[src/rtl/sram_fifo_ctrl_pkg.sv]
// Shared state encoding, default sequencing constants and width helper
// for the SRAM FIFO sequencer and its output stage.
package sram_fifo_ctrl_pkg;

    typedef logic [1:0] state_t;

    localparam state_t ST_HOLD = 2'd0;
    localparam state_t ST_WAIT = 2'd1;
    localparam state_t ST_RUN  = 2'd2;

    localparam int unsigned RST_HOLD_DEF    = 5;
    localparam int unsigned RST_RECOVER_DEF = 4;

    // Usage spans macro words plus the in-flight read plus two output-stage entries.
    function automatic int unsigned usage_width(input int unsigned depth);
        return $clog2(depth + 3);
    endfunction

endpackage

[src/rtl/sram_fifo_out_stage.sv]
// Two-entry register FIFO behind the macro read port. A word arriving on
// push_i falls straight through to the head when the stage is empty.
module sram_fifo_out_stage #(
    parameter int unsigned DATA_WIDTH = 32
) (
    input  logic                  clk_i,
    input  logic                  rst_ni,
    input  logic                  clr_i,
    input  logic                  push_i,
    input  logic [DATA_WIDTH-1:0] push_data_i,
    input  logic                  pop_i,
    output logic                  valid_o,
    output logic [DATA_WIDTH-1:0] head_o,
    output logic [1:0]            count_o
);

    logic [DATA_WIDTH-1:0] slot_q [2];
    logic [1:0]            cnt_q, cnt_d;
    logic                  rd_ptr_q, rd_ptr_d;
    logic                  store, drop, wr_ptr, stored_any;

    assign stored_any = (cnt_q != 2'd0);
    assign valid_o    = stored_any | push_i;
    assign head_o     = stored_any ? slot_q[rd_ptr_q] : push_data_i;
    assign count_o    = cnt_q;

    // A push consumed in the same cycle by a pop of an empty stage never lands.
    assign drop   = pop_i & stored_any;
    assign store  = push_i & ~(pop_i & ~stored_any);
    assign wr_ptr = rd_ptr_q ^ cnt_q[0];

    always_comb begin
        cnt_d    = cnt_q;
        rd_ptr_d = rd_ptr_q;
        if (clr_i) begin
            cnt_d    = 2'd0;
            rd_ptr_d = 1'b0;
        end else begin
            cnt_d = cnt_q + {1'b0, store} - {1'b0, drop};
            if (drop) begin
                rd_ptr_d = ~rd_ptr_q;
            end
        end
    end

    always_ff @(posedge clk_i) begin
        if (!rst_ni) begin
            cnt_q    <= 2'd0;
            rd_ptr_q <= 1'b0;
        end else begin
            cnt_q    <= cnt_d;
            rd_ptr_q <= rd_ptr_d;
        end
    end

    always_ff @(posedge clk_i) begin
        if (store && !clr_i) begin
            slot_q[wr_ptr] <= push_data_i;
        end
    end

endmodule

[src/rtl/sram_fifo_ctrl.sv]
// Reset/recovery sequencer and FWFT front end for the BRAM FIFO macro.
// RDEN/WREN are gated so the macro never sees an illegal access.
//
// state   | meaning
// --------+---------------------------------------------------
// ST_HOLD | macro RST asserted while the hold counter runs
// ST_WAIT | RST released, enables held off during recovery
// ST_RUN  | normal read/write traffic
module sram_fifo_ctrl
    import sram_fifo_ctrl_pkg::*;
#(
    parameter int unsigned DATA_WIDTH  = 32,
    parameter int unsigned DEPTH       = 512,
    parameter int unsigned RST_HOLD    = RST_HOLD_DEF,
    parameter int unsigned RST_RECOVER = RST_RECOVER_DEF,
    parameter int unsigned USAGE_W     = usage_width(DEPTH)
) (
    input  logic                  clk_i,
    input  logic                  rst_ni,
    input  logic                  flush_i,
    input  logic                  in_valid_i,
    output logic                  in_ready_o,
    input  logic [DATA_WIDTH-1:0] in_data_i,
    output logic                  out_valid_o,
    input  logic                  out_ready_i,
    output logic [DATA_WIDTH-1:0] out_data_o,
    output logic                  mac_rst_o,
    output logic                  mac_wren_o,
    output logic [DATA_WIDTH-1:0] mac_di_o,
    output logic                  mac_rden_o,
    input  logic [DATA_WIDTH-1:0] mac_do_i,
    input  logic                  mac_empty_i,
    input  logic                  mac_full_i,
    input  logic                  mac_rderr_i,
    input  logic                  mac_wrerr_i,
    output logic                  init_done_o,
    output logic [USAGE_W-1:0]    usage_o,
    output logic                  err_o
);

    localparam int unsigned CNT_MAX = (RST_HOLD > RST_RECOVER) ? RST_HOLD : RST_RECOVER;
    localparam int unsigned CNT_W   = $clog2(CNT_MAX + 1);

    localparam logic [CNT_W-1:0]   HOLD_LD = CNT_W'(RST_HOLD);
    localparam logic [CNT_W-1:0]   REC_LD  = CNT_W'(RST_RECOVER);
    localparam logic [CNT_W-1:0]   CNT_ONE = CNT_W'(1);
    localparam logic [USAGE_W-1:0] DEPTH_U = USAGE_W'(DEPTH);
    localparam logic [USAGE_W-1:0] ONE_U   = USAGE_W'(1);

    state_t               state_q, state_d;
    logic [CNT_W-1:0]     cnt_q, cnt_d;
    logic [USAGE_W-1:0]   mem_cnt_q, mem_cnt_d;
    logic                 inflight_q;
    logic                 err_q, err_d;
    logic                 run, pop, stage_valid;
    logic [1:0]           ob_cnt;
    logic [2:0]           occ;

    assign run         = (state_q == ST_RUN);
    assign init_done_o = run;
    assign mac_rst_o   = (state_q == ST_HOLD);
    assign err_o       = err_q;

    assign in_ready_o = run & ~flush_i & ~mac_full_i & (mem_cnt_q < DEPTH_U);
    assign mac_wren_o = in_valid_i & in_ready_o;
    assign mac_di_o   = in_data_i;

    assign out_valid_o = run & stage_valid;
    assign pop         = out_valid_o & out_ready_i;

    // Words already committed to the output side: stored entries plus the read in flight.
    assign occ        = {1'b0, ob_cnt} + {2'b00, inflight_q};
    assign mac_rden_o = run & ~flush_i & ~mac_empty_i & (mem_cnt_q != '0)
                      & (occ < (3'd2 + {2'b00, pop}));

    assign usage_o = mem_cnt_q + USAGE_W'(ob_cnt) + USAGE_W'(inflight_q);

    always_comb begin
        state_d = state_q;
        cnt_d   = cnt_q;
        if (flush_i) begin
            state_d = ST_HOLD;
            cnt_d   = HOLD_LD;
        end else begin
            case (state_q)
                ST_HOLD: begin
                    if (cnt_q == CNT_ONE) begin
                        state_d = ST_WAIT;
                        cnt_d   = REC_LD;
                    end else begin
                        cnt_d = cnt_q - CNT_ONE;
                    end
                end
                ST_WAIT: begin
                    if (cnt_q == CNT_ONE) begin
                        state_d = ST_RUN;
                    end else begin
                        cnt_d = cnt_q - CNT_ONE;
                    end
                end
                ST_RUN: begin
                end
                default: begin
                    state_d = ST_HOLD;
                    cnt_d   = HOLD_LD;
                end
            endcase
        end
    end

    always_comb begin
        mem_cnt_d = mem_cnt_q;
        err_d     = err_q;
        if (flush_i) begin
            mem_cnt_d = '0;
            err_d     = 1'b0;
        end else begin
            if (mac_wren_o && !mac_rden_o) begin
                mem_cnt_d = mem_cnt_q + ONE_U;
            end else if (!mac_wren_o && mac_rden_o) begin
                mem_cnt_d = mem_cnt_q - ONE_U;
            end
            if (run && (mac_rderr_i || mac_wrerr_i)) begin
                err_d = 1'b1;
            end
        end
    end

    always_ff @(posedge clk_i) begin
        if (!rst_ni) begin
            state_q    <= ST_HOLD;
            cnt_q      <= HOLD_LD;
            mem_cnt_q  <= '0;
            inflight_q <= 1'b0;
            err_q      <= 1'b0;
        end else begin
            state_q    <= state_d;
            cnt_q      <= cnt_d;
            mem_cnt_q  <= mem_cnt_d;
            inflight_q <= mac_rden_o;
            err_q      <= err_d;
        end
    end

    sram_fifo_out_stage #(
        .DATA_WIDTH (DATA_WIDTH)
    ) u_out_stage (
        .clk_i       (clk_i),
        .rst_ni      (rst_ni),
        .clr_i       (flush_i),
        .push_i      (inflight_q),
        .push_data_i (mac_do_i),
        .pop_i       (pop),
        .valid_o     (stage_valid),
        .head_o      (out_data_o),
        .count_o     (ob_cnt)
    );

endmodule

[config.mk]
export PLATFORM = sky130hd
export DESIGN_NAME = sram_fifo_ctrl
export DESIGN_NICKNAME = d
export VERILOG_FILES = /design/src/rtl/sram_fifo_ctrl_pkg.sv /design/src/rtl/sram_fifo_out_stage.sv /design/src/rtl/sram_fifo_ctrl.sv
export SDC_FILE = /design/constraint.sdc
export NUM_CORES = 1
export LEC_CHECK = 0
export BUFFER_PORTS_ARGS = -buffer_cell sky130_fd_sc_hd__clkbuf_2
export CORE_ASPECT_RATIO = 1.4
export CORE_UTILIZATION = 51
export DETAILED_ROUTE_END_ITERATION = 6
export PLACE_DENSITY = 0.81
export SYNTH_ARGS = -nofsm -noshare
export SYNTH_HDL_FRONTEND = slang
export SYNTH_SLANG_ARGS = --single-unit
export TNS_END_PERCENT = 30
[constraint.sdc]
create_clock -name clk_i -period 5.5 [get_ports clk_i]
set_clock_uncertainty 0.2 [all_clocks]
set_input_delay 0.275 -clock clk_i [delete_from_list [all_inputs] [get_ports clk_i]]
set_output_delay 0.275 -clock clk_i [all_outputs]
set_load 0.005 [all_outputs]
==> flow_metrics.env, run 1 <==
export IMPL_status="complete, no violations"
export IMPL_leakagePower_nw=2.17
export IMPL_final_max_slew_violation_count=0
export IMPL_startpoint_type="flip-flop"
export IMPL_netlist_instances=411
export IMPL_final_cell_mix="clkbuf_2, edfxtp_1, nor2_1"
export IMPL_ctsHoldBuffers=33
export IMPL_crit_path_top_delay_cell="dfxtp_1"
export IMPL_grtUsageTotal_pct=21.1
export IMPL_path_buf_inv=2
export IMPL_p_per_area_mw_per_mm2=259
export IMPL_port_buffers=89
export IMPL_ys_ff_latch=85
export IMPL_wl_um=9100
export IMPL_synth_nets=503
export IMPL_yosysSeqAreaShare_pct=51.9
export IMPL_end_kind="flip-flop"
export IMPL_cpPeakStageDelay_ps=480
export IMPL_routed_via_density=5.41
export IMPL_grt_overflow=0
export IMPL_synth_area_leaders="edfxtp_1, dfxtp_1, mux2i_1"
export IMPL_tns_ps=0
export IMPL_drt_iter0_markers=165
export IMPL_drive_gt1_share_pct=24.2
export IMPL_grt_pass1_wl_um=14700
export IMPL_antenna_cells=0
export IMPL_ios=154
export IMPL_maxCapViolations=0
export IMPL_fmax_ghz=0.268
export IMPL_synth_warnings=0
export IMPL_nNetsFinal=589
export IMPL_antenna_left=0
export IMPL_synth_edff_count=64
export IMPL_core_mm2=0.00856
export IMPL_r2r_slack_ps=1760
export IMPL_cts_buffers=9
export IMPL_dieArea_mm2=0.00923
export IMPL_holdPathEnd="err_o$_SDFFE_PP0P_"
export IMPL_fin_crit_ps=3740
export IMPL_postSynthAreaPerCell_um2=11.0
export IMPL_clock_sinks=85
export IMPL_cpMostUsedCell="ha_1"
export IMPL_clk_pin_slew_ps=60
export IMPL_critPathTopFamily="compound AO/OA/AOI/OAI gates"
export IMPL_num_vias=3281
export IMPL_worstPathMaxFanout=10
export IMPL_dp_slack_ps=1810
export IMPL_crit_arrival_ps=3790
export IMPL_row_count=40
export IMPL_yosysTopAreaCell="edfxtp_1"
export IMPL_top_layer_used="met4"
export IMPL_setup_viol=0
export IMPL_worstMarginPinSlew_ps=1000
export IMPL_hold_path_class="in -> reg"
export IMPL_die_w_um=81.5
export IMPL_yosysTopAreaCellShare_pct=42.6
export IMPL_grt_pass1_vias=3176
export IMPL_relSlewSlack_pct=33.2
export IMPL_cts_root_buffer="clkbuf_16"
export IMPL_start_util_pct=52.7
export IMPL_cts_buffer_depth=2
export IMPL_final_common_cell="clkbuf_2"
export IMPL_dp_hpwl_um=6050
export IMPL_critPathKind="reg -> reg"
export IMPL_worstHoldStart="mac_rderr_i"
export IMPL_cts_tree="yes"
export IMPL_antenna_found_initial=0
export IMPL_dr_wl_met3_um=538
export IMPL_htreeDepth=3
export IMPL_gp_congestion=0.833
export IMPL_clk_latency_ps=340
export IMPL_route_detailed_drc=0
export IMPL_fp_dieH_um=113
export IMPL_period_share_pct=68.0
export IMPL_post_cts_buffers=0
export IMPL_worstPathCellList="nand2b_1 > inv_2 > nand2_1 > o31ai_1 > nand3_1 > ha_1 > inv_1 > ha_1 > nor2b_4 > o31a_4 > o41ai_2 > mux2_4 > a311oi_2"
export IMPL_hold_path_depth=3
export IMPL_area_growth_synth_to_final_pct=20.5
export IMPL_wire_per_inst_um=15.0
export IMPL_ys_types=53
export IMPL_grt_max_degree=67
export IMPL_drt_pass1_iter_count=4
export IMPL_async_flop_share_pct=0
export IMPL_ys_flop_type="edfxtp_1"
export IMPL_hold_viol=0
export IMPL_vdd_ir_drop_max_mv=0.196
export IMPL_synth_cell_area_mm2=0.00451
export IMPL_cts_resized=0
export IMPL_wl_met1_um=3820
export IMPL_reg2regPathDepth=13
export IMPL_worstReg2RegEnd="mem_cnt_q[8]$_SDFFE_PP0P_"
export IMPL_r2r_start="state_q[1]$_SDFFE_PP0P_"
export IMPL_met2_length_um=4580
export IMPL_rsz0062_at_grt="false"
export IMPL_required_ps=5550
export IMPL_setup_ws_ps=1760
-- stage by stage --
stage	utilization (%)	power (mW)	hold slack [ps]	std cells	area (um2)
2_1_floorplan	-	0.746	174	411	4510
3_3_place_gp	56.0	0.760	241	558	4790
3_5_place_dp	56.0	0.763	244	558	4790
4_1_cts	63.5	1.42	38.5	606	5430
5_1_grt	63.5	1.45	57.7	606	5430
6_report	63.5	1.41	51.6	606	5430
-- Yosys cell counts (4+ instances only) --
library cell  count
buf_1             4
buf_4            32
nand2_1          10
xnor2_1          11
inv_1            19
nor4_1            5
and3_1            5
a21oi_1          43
nor3_1            6
o21ai_0          10
clkbuf_1          7
ha_1             16
nor2_1           52
mux2i_1          33
dfxtp_1          21
nand3_1          12
nand4_1           4
edfxtp_1         64
buf_2             5
-- registers in the layout, summed over array words and instances (netlist names), named ones only --
name,flops
cnt_q,3
err_o,1
inflight_q,1
mem_cnt_q,10
state_q,2
u_out_stage.count_o,2
u_out_stage.rd_ptr_q,1
u_out_stage.slot_q,64
-- worst min-delay path, stage by stage --
cell      delay (ps)
clkbuf_2          80
o21ai_0           60
a21oi_1          130
-- final cells by class --
type,instances,area [um2]
multi-input cells,256,1770
inverters,20,75.1
flip-flops and latches,85,2340
fillers,663,3120
clock buffers,9,225
repair buffers,125,798
well taps,105,131
clock inverters,6,87.6
-- metal layers --
layer	global-route usage, %	vias up
met3	6.53	15
li1	-	1615
met1	24.0	1536
met2	36.1	115
met4	8.10	0
met5	0	-
-- cell families (layout without fill, tap and decap cells) --
| family | count (synthesis) | count (layout) | share of synthesized area (%) |
|---|---|---|---|
| compound gates | 78 | 78 | 11.0 |
| xor+xnor | 14 | 14 | 2.72 |
| fa+ha+maj | 19 | 19 | 5.77 |
| buf+inv | 70 | 160 | 8.96 |
| flops | 85 | 85 | 51.9 |
| mux | 35 | 35 | 7.91 |
| simple gates | 110 | 110 | 11.7 |
-- power breakdown --
part	leakage (nW)	internal, mW	switching, mW
registers	0.745	0.689	0.000966
clock network	0.156	0.396	0.242
logic	1.27	0.0428	0.0346
-- worst max-delay path by stage --
| stage | from | cells after the start | slack (ps) | end |
|---|---|---|---|---|
| CTS | state_q[1]$_SDFFE_PP0P_ | 13 | 1780 | mem_cnt_q[8]$_SDFFE_PP0P_ |
| detailed placement | state_q[1]$_SDFFE_PP0P_ | 13 | 1810 | mem_cnt_q[8]$_SDFFE_PP0P_ |
| global route | state_q[1]$_SDFFE_PP0P_ | 13 | 1510 | mem_cnt_q[8]$_SDFFE_PP0P_ |
| finish | state_q[1]$_SDFFE_PP0P_ | 13 | 1760 | mem_cnt_q[8]$_SDFFE_PP0P_ |
| floorplan | state_q[0]$_SDFFE_PP0P_ | 5 | 1550 | u_out_stage.slot_q[0][0]$_DFFE_PP_ |
| global placement | state_q[1]$_SDFFE_PP0P_ | 13 | 1980 | mem_cnt_q[8]$_SDFFE_PP0P_ |
Note: power is estimated with default switching activity, not from simulation.
==> inputs of run 2 (changes only) <==
--- a/config.mk
+++ b/config.mk
@@ -7,9 +7,9 @@
 export LEC_CHECK = 0
 export BUFFER_PORTS_ARGS = -buffer_cell sky130_fd_sc_hd__clkbuf_2
 export CORE_ASPECT_RATIO = 1.4
-export CORE_UTILIZATION = 51
+export CORE_UTILIZATION = 46
 export DETAILED_ROUTE_END_ITERATION = 6
-export PLACE_DENSITY = 0.81
+export PLACE_DENSITY = 0.77
 export SYNTH_ARGS = -nofsm -noshare
 export SYNTH_HDL_FRONTEND = slang
 export SYNTH_SLANG_ARGS = --single-unit
==> constraint.sdc (replaced) <==
create_clock -name clk_i -period 3.1 [get_ports clk_i]
set_clock_uncertainty 0.2 [all_clocks]
set_input_delay 0.155 -clock clk_i [delete_from_list [all_inputs] [get_ports clk_i]]
set_output_delay 0.155 -clock clk_i [all_outputs]
set_load 0.005 [all_outputs]
==> run 2 against run 1 <==
Core utilization fell by 0.35 points. Sequential share of layout area fell by 4.0 points. Cell count grew 11%.
==> flow_metrics.env, run 2 (same netlist as run 1, synthesis figures left out) <==
export IMPL_period_share_pct=98.0
export IMPL_antenna_left=0
export IMPL_fp_dieH_um=119
export IMPL_use_met1_pct=22.6
export IMPL_htreeDepth=3
export IMPL_start_util_pct=47.4
export IMPL_placed_cell_area_mm2=0.00508
export IMPL_clock_sinks=85
export IMPL_core_mm2=0.00951
export IMPL_grt_pass1_vias=3412
export IMPL_hold_path_class="in -> reg"
export IMPL_setup_ws_ps=60.8
export IMPL_regMostFlops="u_out_stage.slot_q"
export IMPL_use_met2_pct=36.1
export IMPL_rsz0062_at_grt="true"
export IMPL_p_per_area_mw_per_mm2=432
export IMPL_drt_pass1_iter_count=5
export IMPL_cts_buffers=9
export IMPL_drive_gt1_share_pct=34.0
export IMPL_fin_crit_ps=3040
export IMPL_port_buffers=89
export IMPL_grt_overflow=0
export IMPL_grt_max_degree=67
export IMPL_fmax_ghz=0.329
export IMPL_ios=154
export IMPL_grt_pass1_wl_um=16100
export IMPL_routed_via_density=5.22
export IMPL_final_cell_mix="clkbuf_2, edfxtp_1, nor2_1"
export IMPL_maxCapViolations=0
export IMPL_largest_reg_flops=64
export IMPL_worstMarginPinSlew_ps=1030
export IMPL_die_w_um=85.7
export IMPL_fin_cells=673
export IMPL_wire_per_inst_um=15.5
export IMPL_end_kind="flip-flop"
export IMPL_holdWs_ps=105
export IMPL_vdd_ir_drop_max_mv=0.268
export IMPL_num_vias=3513
export IMPL_clk_latency_ps=330
export IMPL_dp_hpwl_um=6560
export IMPL_hold_viol=0
export IMPL_antenna_found_initial=0
export IMPL_cts_tree="yes"
export IMPL_relSlewSlack_pct=31.6
export IMPL_nNetsFinal=628
export IMPL_grtUsageTotal_pct=20.2
export IMPL_cts_root_buffer="clkbuf_16"
export IMPL_dp_slack_ps=-67.7
export IMPL_dp_cells=617
export IMPL_finalInstanceArea_mm2=0.00601
export IMPL_crit_arrival_ps=3110
export IMPL_tns_ps=0
export IMPL_row_count=42
export IMPL_wl_um=10500
export IMPL_startpoint_type="flip-flop"
export IMPL_met3_usage_pct=5.47
export IMPL_leakagePower_nw=2.39
export IMPL_final_max_slew_violation_count=0
export IMPL_clk_pin_slew_ps=60
export IMPL_required_ps=3170
export IMPL_worstPathMaxFanout=3
export IMPL_cts_buffer_depth=2
export IMPL_final_common_cell="clkbuf_2"
export IMPL_status="complete, no violations"
export IMPL_top_regs="u_out_stage.slot_q x64, mem_cnt_q x10, cnt_q x3"
export IMPL_gp_congestion=0.883
export IMPL_route_detailed_drc=0
export IMPL_antenna_cells=0
export IMPL_area_growth_synth_to_final_pct=33.2
export IMPL_drt_iter0_markers=108
export IMPL_grt_busiest_layer="met2"
export IMPL_critPathKind="reg -> reg"
export IMPL_setup_viol=0
export IMPL_dieArea_mm2=0.0102
[run 2: cell types whose count changed in the layout (fill, tap and decap cells not counted), moves of 3 or more]
cell     delta
dfxtp_1     -3
dfxtp_2     +3
ha_4        +7
ha_2        +3
ha_1       -10
nor4_2      +3
nor4_1      -3
buf_4      +33
buf_6       +3
[run 2: what timing repair did]
| item | CTS | global route |
|---|---|---|
| endpoints found under the hold margin | 66 | 0 |
| pin swaps | 7 | 10 |
| hold buffers | 35 | 0 |
| setup buffers | 3 | 2 |
| setup endpoints to repair | 3 | 4 |
| resized for setup | 17 | 18 |
[run 2: final timing paths]
path                          from                                end  cells after the start  slack [ps]
min reg2reg     err_o$_SDFFE_PP0P_                 err_o$_SDFFE_PP0P_                      2         260
max          inflight_q$_SDFF_PN0_          mem_cnt_q[6]$_SDFFE_PP0P_                     12          60
max reg2reg  inflight_q$_SDFF_PN0_          mem_cnt_q[6]$_SDFFE_PP0P_                     12          60
min                    out_ready_i  u_out_stage.rd_ptr_q$_SDFFE_PP0P_                      4         100
[run 2: worst max-delay path: stages (launching register included)]
cell and delay [ps]:
dfxtp_1 340, ha_2 280, o31ai_2 220, nand3_1 150, ha_2 230, buf_4 150, fa_2 370, nor2b_4 130
o31a_4 150, buf_4 110, o21ai_1 80, a2111oi_0 400, nand3b_1 160
[run 2: layout make-up]
cell class,instances,area (um2)
Clock buffer,9,225
Timing Repair Buffer,164,1120
Sequential cell,85,2350
Fill cell,729,3510
Clock inverter,7,121
Multi-Input combinational cell,256,1950
Inverter,20,77.6
Tap cell,132,165
[run 2: where the power goes]
part	switching (mW)	internal, mW	leakage [nW]
sequential	0.00139	1.22	0.747
clock	0.437	0.793	0.166
combinational	0.0644	0.0770	1.48
[run 2: per-stage QoR]
| stage | total power [mW] | util [%] |
|---|---|---|
| 5_1_grt | 2.69 | 63.1 |
| 3_5_place_dp | 1.35 | 53.4 |
| 4_1_cts | 2.62 | 62.0 |
| 2_1_floorplan | 1.32 | - |
| 6_report | 2.60 | 63.1 |
| 3_3_place_gp | 1.35 | 53.4 |
[run 2: layer usage]
| layer | vias up | routed length (um) | share of wire, % |
|---|---|---|---|
| met2 | 152 | 5370 | 51 |
| met3 | 23 | 580 | 5.5 |
| met1 | 1645 | 4270 | 41 |
| met4 | 0 | 235 | 2.2 |
| met5 | - | 0 | 0 |
| li1 | 1693 | - | - |
==> inputs of run 3 (changes only) <==
--- a/config.mk
+++ b/config.mk
@@ -9,6 +9,7 @@
 export CORE_ASPECT_RATIO = 1.4
 export CORE_UTILIZATION = 46
 export DETAILED_ROUTE_END_ITERATION = 6
+export MAX_ROUTING_LAYER = met4
 export PLACE_DENSITY = 0.77
 export SYNTH_ARGS = -nofsm -noshare
 export SYNTH_HDL_FRONTEND = slang
==> run 3 against run 2 <==
Count of clock-buffer cells in the layout grew 2. Critical endpoint is now mem_cnt_q[9]$_SDFFE_PP0P_. Clock power shrank 22%. Global-route usage grew 0.54 points. Design area shrank 2.1%. Cell count shrank 0.15%. Highest routed layer unchanged. Die area is the same. Via count grew 1.2%. Largest power group is now registers. Sequential cell count is the same. Combinational power is essentially flat. Non-clock buffer count shrank 1. Sequential share of layout area grew 0.84 points. First-iteration DRC count grew 24%.
==> flow_metrics.env, run 3 (same netlist as run 1, synthesis figures left out) <==
export IMPL_drive_gt1_share_pct=32.8
export IMPL_status="complete, no violations"
export IMPL_final_common_cell="clkbuf_2"
export IMPL_crit_arrival_ps=3100
export IMPL_regMostFlops="u_out_stage.slot_q"
export IMPL_antenna_cells=0
export IMPL_tns_ps=0
export IMPL_hold_path_class="in -> reg"
export IMPL_combPwrFrac_pct=6.1
export IMPL_start_util_pct=47.4
export IMPL_dieArea_mm2=0.0102
export IMPL_route_detailed_drc=0
export IMPL_reg2regPathDepth=14
export IMPL_grt_overflow=0
export IMPL_relSlewSlack_pct=39.1
export IMPL_end_kind="flip-flop"
export IMPL_cts_buffer_depth=2
export IMPL_netSwitchingPower_uw=485
export IMPL_setup_ws_ps=63.6
export IMPL_largest_reg_flops=64
export IMPL_num_vias=3555
export IMPL_setup_viol=0
export IMPL_antenna_found_initial=0
export IMPL_drt_pass1_iter_count=4
export IMPL_period_share_pct=97.9
export IMPL_required_ps=3170
export IMPL_fmax_ghz=0.329
export IMPL_cts_root_buffer="clkbuf_16"
export IMPL_vdd_ir_drop_max_mv=0.252
export IMPL_p_int_mw=1.84
export IMPL_worstPathMaxFanout=6
export IMPL_routed_via_density=5.29
export IMPL_leakagePower_nw=2.34
export IMPL_port_buffers=89
export IMPL_grt_max_degree=67
export IMPL_switching_share_pct=20.8
export IMPL_final_max_slew_violation_count=0
export IMPL_grt_pass1_wl_um=16100
export IMPL_clk_pin_slew_ps=60
export IMPL_ios=154
export IMPL_antenna_left=0
export IMPL_top_regs="u_out_stage.slot_q x64, mem_cnt_q x10, cnt_q x3"
export IMPL_gp_congestion=0.882
export IMPL_startpoint_type="flip-flop"
export IMPL_worstMarginPinSlew_ps=911
export IMPL_fp_dieH_um=119
export IMPL_fin_crit_ps=3040
export IMPL_p_seq_share_pct=52.6
export IMPL_htreeDepth=3
export IMPL_pwr_share_clk_pct=41.4
export IMPL_p_per_area_mw_per_mm2=396
export IMPL_maxCapViolations=0
export IMPL_core_mm2=0.00951
export IMPL_grt_pass1_vias=3439
export IMPL_cts_tree="yes"
export IMPL_critPathKind="reg -> reg"
export IMPL_row_count=42
export IMPL_nNetsFinal=627
export IMPL_area_growth_synth_to_final_pct=30.3
export IMPL_dp_hpwl_um=6530
export IMPL_wl_um=10400
export IMPL_wire_per_inst_um=15.5
export IMPL_final_cell_mix="clkbuf_2, edfxtp_1, nor2_1"
export IMPL_clk_latency_ps=330
export IMPL_hold_path_depth=4
export IMPL_die_w_um=85.7
export IMPL_drt_iter0_markers=134
export IMPL_dp_slack_ps=-158
export IMPL_grtUsageTotal_pct=20.8
export IMPL_hold_viol=0
export IMPL_clock_sinks=85
export IMPL_cts_buffers=9
[run 3: final timing paths]
kind / end / start / slack, ps
max: mem_cnt_q[9]$_SDFFE_PP0P_ / u_out_stage.count_o[1]$_SDFF_PP0_ / 60
min: flip-flop / out_ready_i / 100
max reg2reg: mem_cnt_q[9]$_SDFFE_PP0P_ / u_out_stage.count_o[1]$_SDFF_PP0_ / 60
min reg2reg: err_o$_SDFFE_PP0P_ / err_o$_SDFFE_PP0P_ / 250
[run 3: power groups by stage]
stage / sequential, mW / combinational, mW / clock (mW)
2_1_floorplan: 1.25 / 0.0738 / 0
3_3_place_gp: 1.25 / 0.100 / 0
3_5_place_dp: 1.25 / 0.103 / 0
4_1_cts: 1.22 / 0.137 / 0.991
5_1_grt: 1.22 / 0.155 / 1.04
6_report: 1.22 / 0.141 / 0.964
[run 3: critical path: stages (launching register included)]
cell,delay (ps)
dfxtp_1,360
or2_2,330
nor2_2,130
o31ai_2,90
nand3_2,110
ha_4,160
inv_4,40
buf_6,110
buf_6,120
ha_1,400
nand4_1,200
o22ai_2,250
a21oi_2,80
mux2_4,300
nand3_1,70
[run 3: what timing repair did]
action                                  CTS  global route
endpoints found under the hold margin    66             0
resized for setup                         8            26
pin swaps                                 3             8
hold buffers                             35             0
endpoints found under the setup margin    5             5
setup buffers                             1             2
[run 3: per-layer routing]
layer	wire (um)	part of all wire, %	global-route usage, %	vias to the layer above
met4	176	1.7	8.75	0
li1	-	-	-	1696
met2	5490	53	35.3	138
met3	519	5.0	6.10	17
met1	4240	41	22.5	1704
met5	0	0	-	-
[run 3: layout make-up]
type | instances | area (um2)
Tap cell | 132 | 165
Inverter | 20 | 77.6
Clock buffer | 11 | 233
Timing Repair Buffer | 163 | 1100
Clock inverter | 5 | 35.0
Sequential cell | 85 | 2350
Multi-Input combinational cell | 256 | 1920
Fill cell | 767 | 3630
[run 3: per-stage QoR]
stage | utilization [%] | total power, mW | area (um2) | hold WS (ps) | instances
3_5_place_dp | 53.4 | 1.35 | 5080 | 110 | 618
3_3_place_gp | 53.4 | 1.35 | 5080 | 110 | 618
5_1_grt | 61.8 | 2.41 | 5880 | 98.4 | 672
2_1_floorplan | - | 1.32 | 4510 | 53.9 | 411
4_1_cts | 60.3 | 2.35 | 5740 | 87.7 | 670
6_report | 61.8 | 2.33 | 5880 | 97.5 | 672
